**src/rtl/serial_divider.sv**
```systemverilog
// ---------------------------------------------------------------------------
// serial_divider
//   Multi-cycle restoring divider: one quotient bit per clock, MSB first.
//   Sits beside the ALU adder/subtractor. Uses a start/busy/done handshake
//   so the controller can stall while a divide is in flight.
//
//   Optional feature macro: SERIAL_DIVIDER_SIGNED_EN
//     undefined : unsigned operands; no sign logic is built.
//     defined   : two's-complement operands. The core divides magnitudes,
//                 then signs are fixed on the DONE edge (latency unchanged).
//
// Ports
//   clock        rising-edge clock
//   reset_n      asynchronous active-low reset
//   start        divide request, sampled only in IDLE or DONE
//   dividend     numerator   (bit 0 = LSB)
//   divisor      denominator (bit 0 = LSB)
//   busy         high while quotient bits are being produced
//   done         one-cycle pulse when results become valid
//   quotient     result quotient, held until the next result
//   remainder    result remainder, held until the next result
//   div_by_zero  set when the last completed divide had a zero divisor
// ---------------------------------------------------------------------------
module serial_divider #(
    parameter int WIDTH = 8
) (
    input  logic             clock,
    input  logic             reset_n,
    input  logic             start,
    input  logic [WIDTH-1:0] dividend,
    input  logic [WIDTH-1:0] divisor,
    output logic             busy,
    output logic             done,
    output logic [WIDTH-1:0] quotient,
    output logic [WIDTH-1:0] remainder,
    output logic             div_by_zero
);

    localparam int CNT_W = $clog2(WIDTH + 1);
    localparam logic [CNT_W-1:0] LAST_ITER = CNT_W'(WIDTH - 1);

    typedef enum logic [1:0] {IDLE, RUN, DONE} state_t;

    state_t             state_q, state_d;
    logic [WIDTH-1:0]   shift_q, shift_d;      // dividend bits still to enter P
    logic [WIDTH-1:0]   divisor_q, divisor_d;
    logic [WIDTH:0]     part_q, part_d;        // partial remainder P
    logic [WIDTH-1:0]   qsr_q, qsr_d;          // quotient shift register Q
    logic [CNT_W-1:0]   cnt_q, cnt_d;
    logic               busy_q, busy_d;
    logic               done_q, done_d;
    logic [WIDTH-1:0]   quot_q, quot_d;
    logic [WIDTH-1:0]   rem_q, rem_d;
    logic               dbz_q, dbz_d;

`ifdef SERIAL_DIVIDER_SIGNED_EN
    logic               q_neg_q, q_neg_d;      // quotient needs negation
    logic               r_neg_q, r_neg_d;      // remainder follows dividend sign
`endif

    // One restoring step: shift in the next dividend bit, trial-subtract.
    logic [WIDTH:0]     part_shift;
    logic [WIDTH:0]     part_next;
    logic               take;
    logic [WIDTH-1:0]   qsr_next;
    logic [WIDTH-1:0]   dvd_mag;
    logic [WIDTH-1:0]   dvs_mag;

    always_comb begin
        part_shift = {part_q[WIDTH-1:0], shift_q[WIDTH-1]};
        take       = (part_shift >= {1'b0, divisor_q});
        part_next  = take ? (part_shift - {1'b0, divisor_q}) : part_shift;
        qsr_next   = {qsr_q[WIDTH-2:0], take};
    end

    // Operand magnitudes fed to the unsigned core.
    always_comb begin
`ifdef SERIAL_DIVIDER_SIGNED_EN
        dvd_mag = dividend[WIDTH-1] ? (-dividend) : dividend;
        dvs_mag = divisor[WIDTH-1]  ? (-divisor)  : divisor;
`else
        dvd_mag = dividend;
        dvs_mag = divisor;
`endif
    end

    always_comb begin
        state_d   = state_q;
        shift_d   = shift_q;
        divisor_d = divisor_q;
        part_d    = part_q;
        qsr_d     = qsr_q;
        cnt_d     = cnt_q;
        busy_d    = busy_q;
        done_d    = 1'b0;
        quot_d    = quot_q;
        rem_d     = rem_q;
        dbz_d     = dbz_q;
`ifdef SERIAL_DIVIDER_SIGNED_EN
        q_neg_d   = q_neg_q;
        r_neg_d   = r_neg_q;
`endif
        case (state_q)
            RUN: begin
                shift_d = shift_q << 1;
                part_d  = part_next;
                qsr_d   = qsr_next;
                cnt_d   = cnt_q + 1'b1;
                if (cnt_q == LAST_ITER) begin
                    state_d = DONE;
                    busy_d  = 1'b0;
                    done_d  = 1'b1;
`ifdef SERIAL_DIVIDER_SIGNED_EN
                    quot_d  = q_neg_q ? (-qsr_next) : qsr_next;
                    rem_d   = r_neg_q ? (-part_next[WIDTH-1:0]) : part_next[WIDTH-1:0];
`else
                    quot_d  = qsr_next;
                    rem_d   = part_next[WIDTH-1:0];
`endif
                end
            end
            IDLE, DONE: begin
                state_d = IDLE;
                if (start) begin
                    cnt_d = '0;
                    dbz_d = 1'b0;
                    if (divisor == '0) begin
                        // Zero divisor finishes immediately without RUN cycles.
                        state_d = DONE;
                        done_d  = 1'b1;
                        busy_d  = 1'b0;
                        quot_d  = '1;
                        rem_d   = dividend;
                        dbz_d   = 1'b1;
                    end else begin
                        state_d   = RUN;
                        busy_d    = 1'b1;
                        shift_d   = dvd_mag;
                        divisor_d = dvs_mag;
                        part_d    = '0;
                        qsr_d     = '0;
`ifdef SERIAL_DIVIDER_SIGNED_EN
                        q_neg_d   = dividend[WIDTH-1] ^ divisor[WIDTH-1];
                        r_neg_d   = dividend[WIDTH-1];
`endif
                    end
                end
            end
            default: begin
                state_d = IDLE;
                busy_d  = 1'b0;
            end
        endcase
    end

    always_ff @(posedge clock or negedge reset_n) begin
        if (!reset_n) begin
            state_q   <= IDLE;
            shift_q   <= '0;
            divisor_q <= '0;
            part_q    <= '0;
            qsr_q     <= '0;
            cnt_q     <= '0;
            busy_q    <= 1'b0;
            done_q    <= 1'b0;
            quot_q    <= '0;
            rem_q     <= '0;
            dbz_q     <= 1'b0;
`ifdef SERIAL_DIVIDER_SIGNED_EN
            q_neg_q   <= 1'b0;
            r_neg_q   <= 1'b0;
`endif
        end else begin
            state_q   <= state_d;
            shift_q   <= shift_d;
            divisor_q <= divisor_d;
            part_q    <= part_d;
            qsr_q     <= qsr_d;
            cnt_q     <= cnt_d;
            busy_q    <= busy_d;
            done_q    <= done_d;
            quot_q    <= quot_d;
            rem_q     <= rem_d;
            dbz_q     <= dbz_d;
`ifdef SERIAL_DIVIDER_SIGNED_EN
            q_neg_q   <= q_neg_d;
            r_neg_q   <= r_neg_d;
`endif
        end
    end

    assign busy        = busy_q;
    assign done        = done_q;
    assign quotient    = quot_q;
    assign remainder   = rem_q;
    assign div_by_zero = dbz_q;

endmodule

```
**config.mk**
```make
export PLATFORM = sky130hd
export DESIGN_NAME = serial_divider
export DESIGN_NICKNAME = d
export VERILOG_FILES = /design/src/rtl/serial_divider.sv
export SDC_FILE = /design/constraint.sdc
export NUM_CORES = 1
export LEC_CHECK = 0
export BUFFER_PORTS_ARGS = -buffer_cell sky130_fd_sc_hd__buf_2
export CAP_MARGIN = 20
export CORE_MARGIN = 2
export CORE_UTILIZATION = 55
export DETAILED_ROUTE_END_ITERATION = 7
export GPL_ROUTABILITY_DRIVEN = 0
export PLACE_DENSITY = 0.77
export SYNTH_ARGS = -nofsm -noshare
export SYNTH_HDL_FRONTEND = slang
export SYNTH_SLANG_ARGS = --single-unit
```
**constraint.sdc**
```tcl
create_clock -name clock -period 4.1 [get_ports clock]
set_clock_uncertainty 0.1 [all_clocks]
set_input_delay 0.205 -clock clock [delete_from_list [all_inputs] [get_ports clock]]
set_output_delay 0.205 -clock clock [all_outputs]
set_load 0.02 [all_outputs]
```
# [After elaboration in Yosys (flattened, before gate mapping)]
# Index checks and enable logic that the tools add are counted.
[word_totals] ff_bits=56 input_bits=19 out_inout_bits=19 wordCells=64
[op_classes] addsub=2 magnitude_cmp=1 eq_ne=7 n_mux=32 bitwise_logic=1 reduce_logical=10
[ops] op="two-way mux 8 bit" n=11
[ops] op="case mux 8 bit (2 select lines)" n=4
[ops] op="two-way mux 7 bit" n=2
[ops] op="case mux 7 bit (2 select lines)" n=1
[ops] op=">= comparator 9 x 8 -> 1 bit" n=1
[ops] op="logical NOT 8 bit" n=1
[ops] op="!= test 2 bit, second input constant" n=4
[ops] op="case mux 4 bit (2 select lines)" n=1
[ops] op="subtractor 8 bit" n=1
[ops] op="two-way mux 1 bit" n=6
[ops] op="two-way mux 2 bit" n=3
[ops] op="AND reduction 2 bit" n=3
[ops] op="AND reduction 3 bit" n=2
[ops] op="adder 4 x 1 -> 4 bit, second input constant" n=1
[ops] op="== test 4 x 3 -> 1 bit, second input constant" n=1
[ops] op="two-way mux 4 bit" n=1
[ops] op="case mux 1 bit (2 select lines)" n=2
[ops] op="case mux 2 bit (2 select lines)" n=1
[ops] op="AND reduction 4 bit" n=1
[ops] op="== test 2 x 1 -> 1 bit, second input constant" n=1
[ops] op="== test 2 bit, second input constant" n=1
[ops] op="logical NOT 2 bit" n=1
[ops] op="nonzero test 2 bit" n=1
[ops] op="OR reduction 2 bit" n=1
[ops] op="NOT 1 bit" n=1

# [Logic depth before layout (Yosys ltp)]
[logic_depth] ltp_word=4 mapped_depth=9 mapped_depth_nobuf=9

# [Least setup slack after synthesis]
# OpenSTA, ideal clock, no wires.
[synth_timing] path_kind="register to register" start="register shift_q[7]" end="register rem_q[6] (netlist: remainder[6])" setup_time_ns=0.094 t_arrival_ns=1.932 required_time_ns=3.906 setup_slack_ns=1.974 path_stages_with_launch=9 n_path_buf=0 synth_period_minus_slack_ns=2.126 path_cell_list="dfrtp_1 inv_1 ha_1 fa_1 nand2b_1 a21oi_1 a311oi_1 mux2_2 a221oi_2"
[synth_via] elab_chain_cells=4 word_cells_on_any_way=5 cone_classes="1 x add/sub; 1 x order compare; 3 x mux"
[synth_rtl] element="start: declaration" line="45" source="logic [WIDTH-1:0] shift_q, shift_d;"
[synth_rtl] element="start signal: assignment" line="175" source="shift_q <= shift_d;"
[synth_rtl] element="subtractor 8 bit or >= comparator 9 x 8 -> 1 bit (tied branches)" line="72, 71"
[synth_rtl] element="two-way mux 8 bit (*)" line="72" source="part_next = take ? (part_shift - {1'b0, divisor_q}) : part_shift;"
[synth_rtl] element="two-way mux 8 bit (*)" line="109" source="if (cnt_q == LAST_ITER) begin"
[synth_rtl] element="case mux 8 bit (2 select lines) (*)" line="103" source="case (state_q)"
[synth_rtl] element="end signal: assignment" line="183" source="rem_q <= rem_d;"
[synth_rtl] element="end: declaration" line="53" source="logic [WIDTH-1:0] rem_q, rem_d;"
# Every way passes the cells marked *; elsewhere a longest branch is shown, timed or not. The select of a mux whose other input is x is not followed.
# A chain may end at the register's enable or synchronous reset.

# [Worst setup path in the final report]
[layout_timing] start="register part_q[1]" end="register rem_q[6] (netlist: remainder[6])"
[layout_via] elab_chain_cells=4 word_cells_on_any_way=5 cone_classes="1 x add/sub; 1 x order compare; 3 x mux"
[layout_rtl] element="start: declaration" line="47" source="logic [WIDTH:0] part_q, part_d;"
[layout_rtl] element="start signal: assignment" line="177" source="part_q <= part_d;"
[layout_rtl] element="subtractor 8 bit or >= comparator 9 x 8 -> 1 bit (tied branches)" line="72, 71"
[layout_rtl] element="two-way mux 8 bit (*)" line="72"
[layout_rtl] element="two-way mux 8 bit (*)" line="109"
[layout_rtl] element="case mux 8 bit (2 select lines) (*)" line="103"
# Marks and branches as above.

==> out/metrics.yaml <==
cells_and_area:
  diodes: 0
  fin_util_pct: 64.5
  final_net_count: 357
  fin_cells: 396
  drive_above_1_share_pct: 16.4
  syn2layout_area_growth_pct: 12.1
  nFillCells: 418
  layout_commonest_cell: "dfrtp_1"
  layout_common_cells: "dfrtp_1 (56), nand2_1 (38), buf_2 (37)"
power_and_ir_drop:
  swShare_pct: 45.1
  peakVddDrop_uv: 473
  p_leak_uw: 0.00144
  intPower_uw: 1540
  power_frac_clock_pct: 10.7
  net-switching-power_uw: 1270
  seq_power_share_pct: 34.1
  p_per_area_nw_per_um2: 916
  comb_power_share_pct: 55.2
worst_hold_path:
  hold-path-endpoint: "divisor_q[3]"
  hp-start: "divisor[3]"
  hp-class: "input port to flop"
  hold_depth: 3
yosys:
  synthCells: 293
  syn-cell-area_um2: 2740
  syn_area_per_cell_um2: 9.33
  ys.flop_type: "dfrtp_1"
  syn_nets: 322
  async_flop_share_pct: 100
  ys_warn_count: 0
  synth_cell_types: 41
  ys_seq_area_share_pct: 51.2
  synth_edf_count: 0
  ys_seq_elements: 56
floorplanning:
  start_util_pct: 57.5
  die_area_um2: 5550
  top_level_ports: 38
  fp.dieW_um: 74.5
  rows: 25
  core_um2: 4750
  die_h_um: 74.5
cts:
  clock_latency_ns: 0.31
  cts-resized-gates: 0
  cts.root.buffer_cell: "clkbuf_8"
  cts_max_level: 2
  postCtsSetupRepairBufs: 0
  cts_tree: "built"
  clkSlewWorstSetupHoldPaths_ns: 0.10
  numCtsBuffers: 5
  cts.sinks: 56
  clock_path_buffers: 2
setup_path:
  r2r_setup_slack_ns: 1.51
  r2r_cells: 7
  worst_r2r_endpoint: "remainder[6]"
  worst_setup_path_start_kind: "flop"
  critPathCaptureType: "flop"
  worst_ep_required_time_ns: 4.23
  critPathArrivalTime_ns: 2.72
  cp_max_fo: 11
  critPathKind: "flop to flop"
  reg2reg_from: "part_q[1]"
sta:
  fin_crit_ns: 2.59
  fin_setup_tns_ns: 0
  drv_slew: 0
  fmax_mhz: 386
  rsz0062_at_grt: "false"
  tightest_slew_ns: 0.934
  period_share_pct: 63.1
  hold_viol_final: 0
  slew_headroom_pct: 37.8
  final-setup-viol-count: 0
global_route:
  grt_max_degree: 50
  antenna_found_initial: 0
  grt_pass1_wl_mm: 9.65
  grt.overflow.total: 0
  grt_use_total_pct: 23.0
  grt_pass1_vias: 2066
drt:
  viasPerCell: 5.48
  drc_errors: 0
  drt_iter0_drc: 170
  routed_wl_mm: 5.68
  vias: 2172
  avgRoutedWirePerCell_um: 14.3
  ant_nets: 0
  drt_pass1_iterations: 4
run:
  max_cap_viol_count: 0
placement:
  port_buffers: 37
  dp.cells: 387
  dp_hpwl_mm: 4.13
run_status:
  run_status: "finished clean"
==> worst max path at each step <==
stage          startpoint            to  cells after the start  slack (ns)
4_1_cts         part_q[1]  remainder[6]                      7        1.49
6_report        part_q[1]  remainder[6]                      7        1.51
3_5_place_dp    part_q[1]  remainder[6]                      7        1.49
3_3_place_gp    part_q[1]  remainder[6]                      7        1.60
5_1_grt         part_q[1]  remainder[6]                      7        1.27
2_1_floorplan  shift_q[7]  remainder[6]                      8        1.97
==> repair_timing <==
| action | CTS | global route |
|---|---|---|
| hold buffers | 1 | 0 |
| endpoints found under the setup margin | 0 | 0 |
| endpoints found under the hold margin | 7 | 0 |
==> stage by stage <==
stage	setup WS, ns	power, uW	hold slack (ns)	instance area (um^2)
finish	1.51	2810	0.00991	3070
global route	1.27	3070	0.0200	3070
CTS	1.49	2820	0.00606	3070
detailed placement	1.49	2510	-0.0430	2970
global placement	1.60	2470	-0.0426	2970
floorplan	1.97	2140	-0.191	2740
==> Yosys cell counts, types with 2 or more instances <==
master	count	share of area [%]
a31oi_1	8	1.8
clkbuf_1	7	0.96
nand3_1	12	2.2
nand2b_1	5	1.1
nor2_1	26	3.6
mux2i_1	11	4.0
nand2_1	38	5.2
and3_1	2	0.46
nor4_1	3	0.69
buf_2	5	0.91
mux2_1	2	0.82
xor2_1	2	0.64
o21ai_1	8	1.5
o22ai_1	2	0.46
nor2b_1	5	1.1
o21ai_0	36	6.6
a21oi_1	12	2.2
inv_1	22	3.0
ha_1	9	4.1
dfrtp_1	56	51
xnor2_1	2	0.64
==> power groups by stage <==
stage / registers [uW] / clock network, uW / logic (uW)
after floorplan: 1040 / 0 / 1100
after global placement: 959 / 0 / 1510
after detailed placement: 967 / 0 / 1550
after CTS: 956 / 307 / 1560
after global routing: 990 / 326 / 1760
final: 958 / 301 / 1550
==> sequential cells by signal, indices dropped and copies added, names as in the netlist, 2 cells and up <==
signal	cells
state_q	2
shift_q	8
remainder	8
qsr_q	7
cnt_q	4
quotient	8
part_q	8
divisor_q	8
==> worst max-delay path, cell delays in order, from the launching register on <==
cell	delay, ns
dfrtp_1	0.41
ha_1	0.34
nor2_1	0.14
a21oi_1	0.08
o311ai_1	0.29
nand3_1	0.46
mux2_2	0.45
a221oi_2	0.25
==> cell families after synthesis <==
group | share of synthesized area [%]
flops | 51.2
compound gates | 16.1
buf+inv | 5.44
fa+ha+maj | 4.85
mux | 5.26
simple gates | 15.8
xor+xnor | 1.28
==> metal layers <==
metal	wire length, um	track usage, %	vias to the layer above
li1	-	-	1077
met1	2700	32.9	1038
met2	2670	35.8	49
met3	222	4.07	8
met4	93	7.74	0
met5	0	0	-
==> cell type report <==
class | count | area, um^2 | area share [%]
Clock inverter | 2 | 16.3 | 0.530
Tap cell | 67 | 83.8 | 2.73
Inverter | 22 | 82.6 | 2.69
Sequential cell | 56 | 1400 | 45.7
Timing Repair Buffer | 42 | 225 | 7.34
Clock buffer | 6 | 72.6 | 2.37
Multi-Input combinational cell | 201 | 1180 | 38.6
Power figures use the tool's default switching activity.
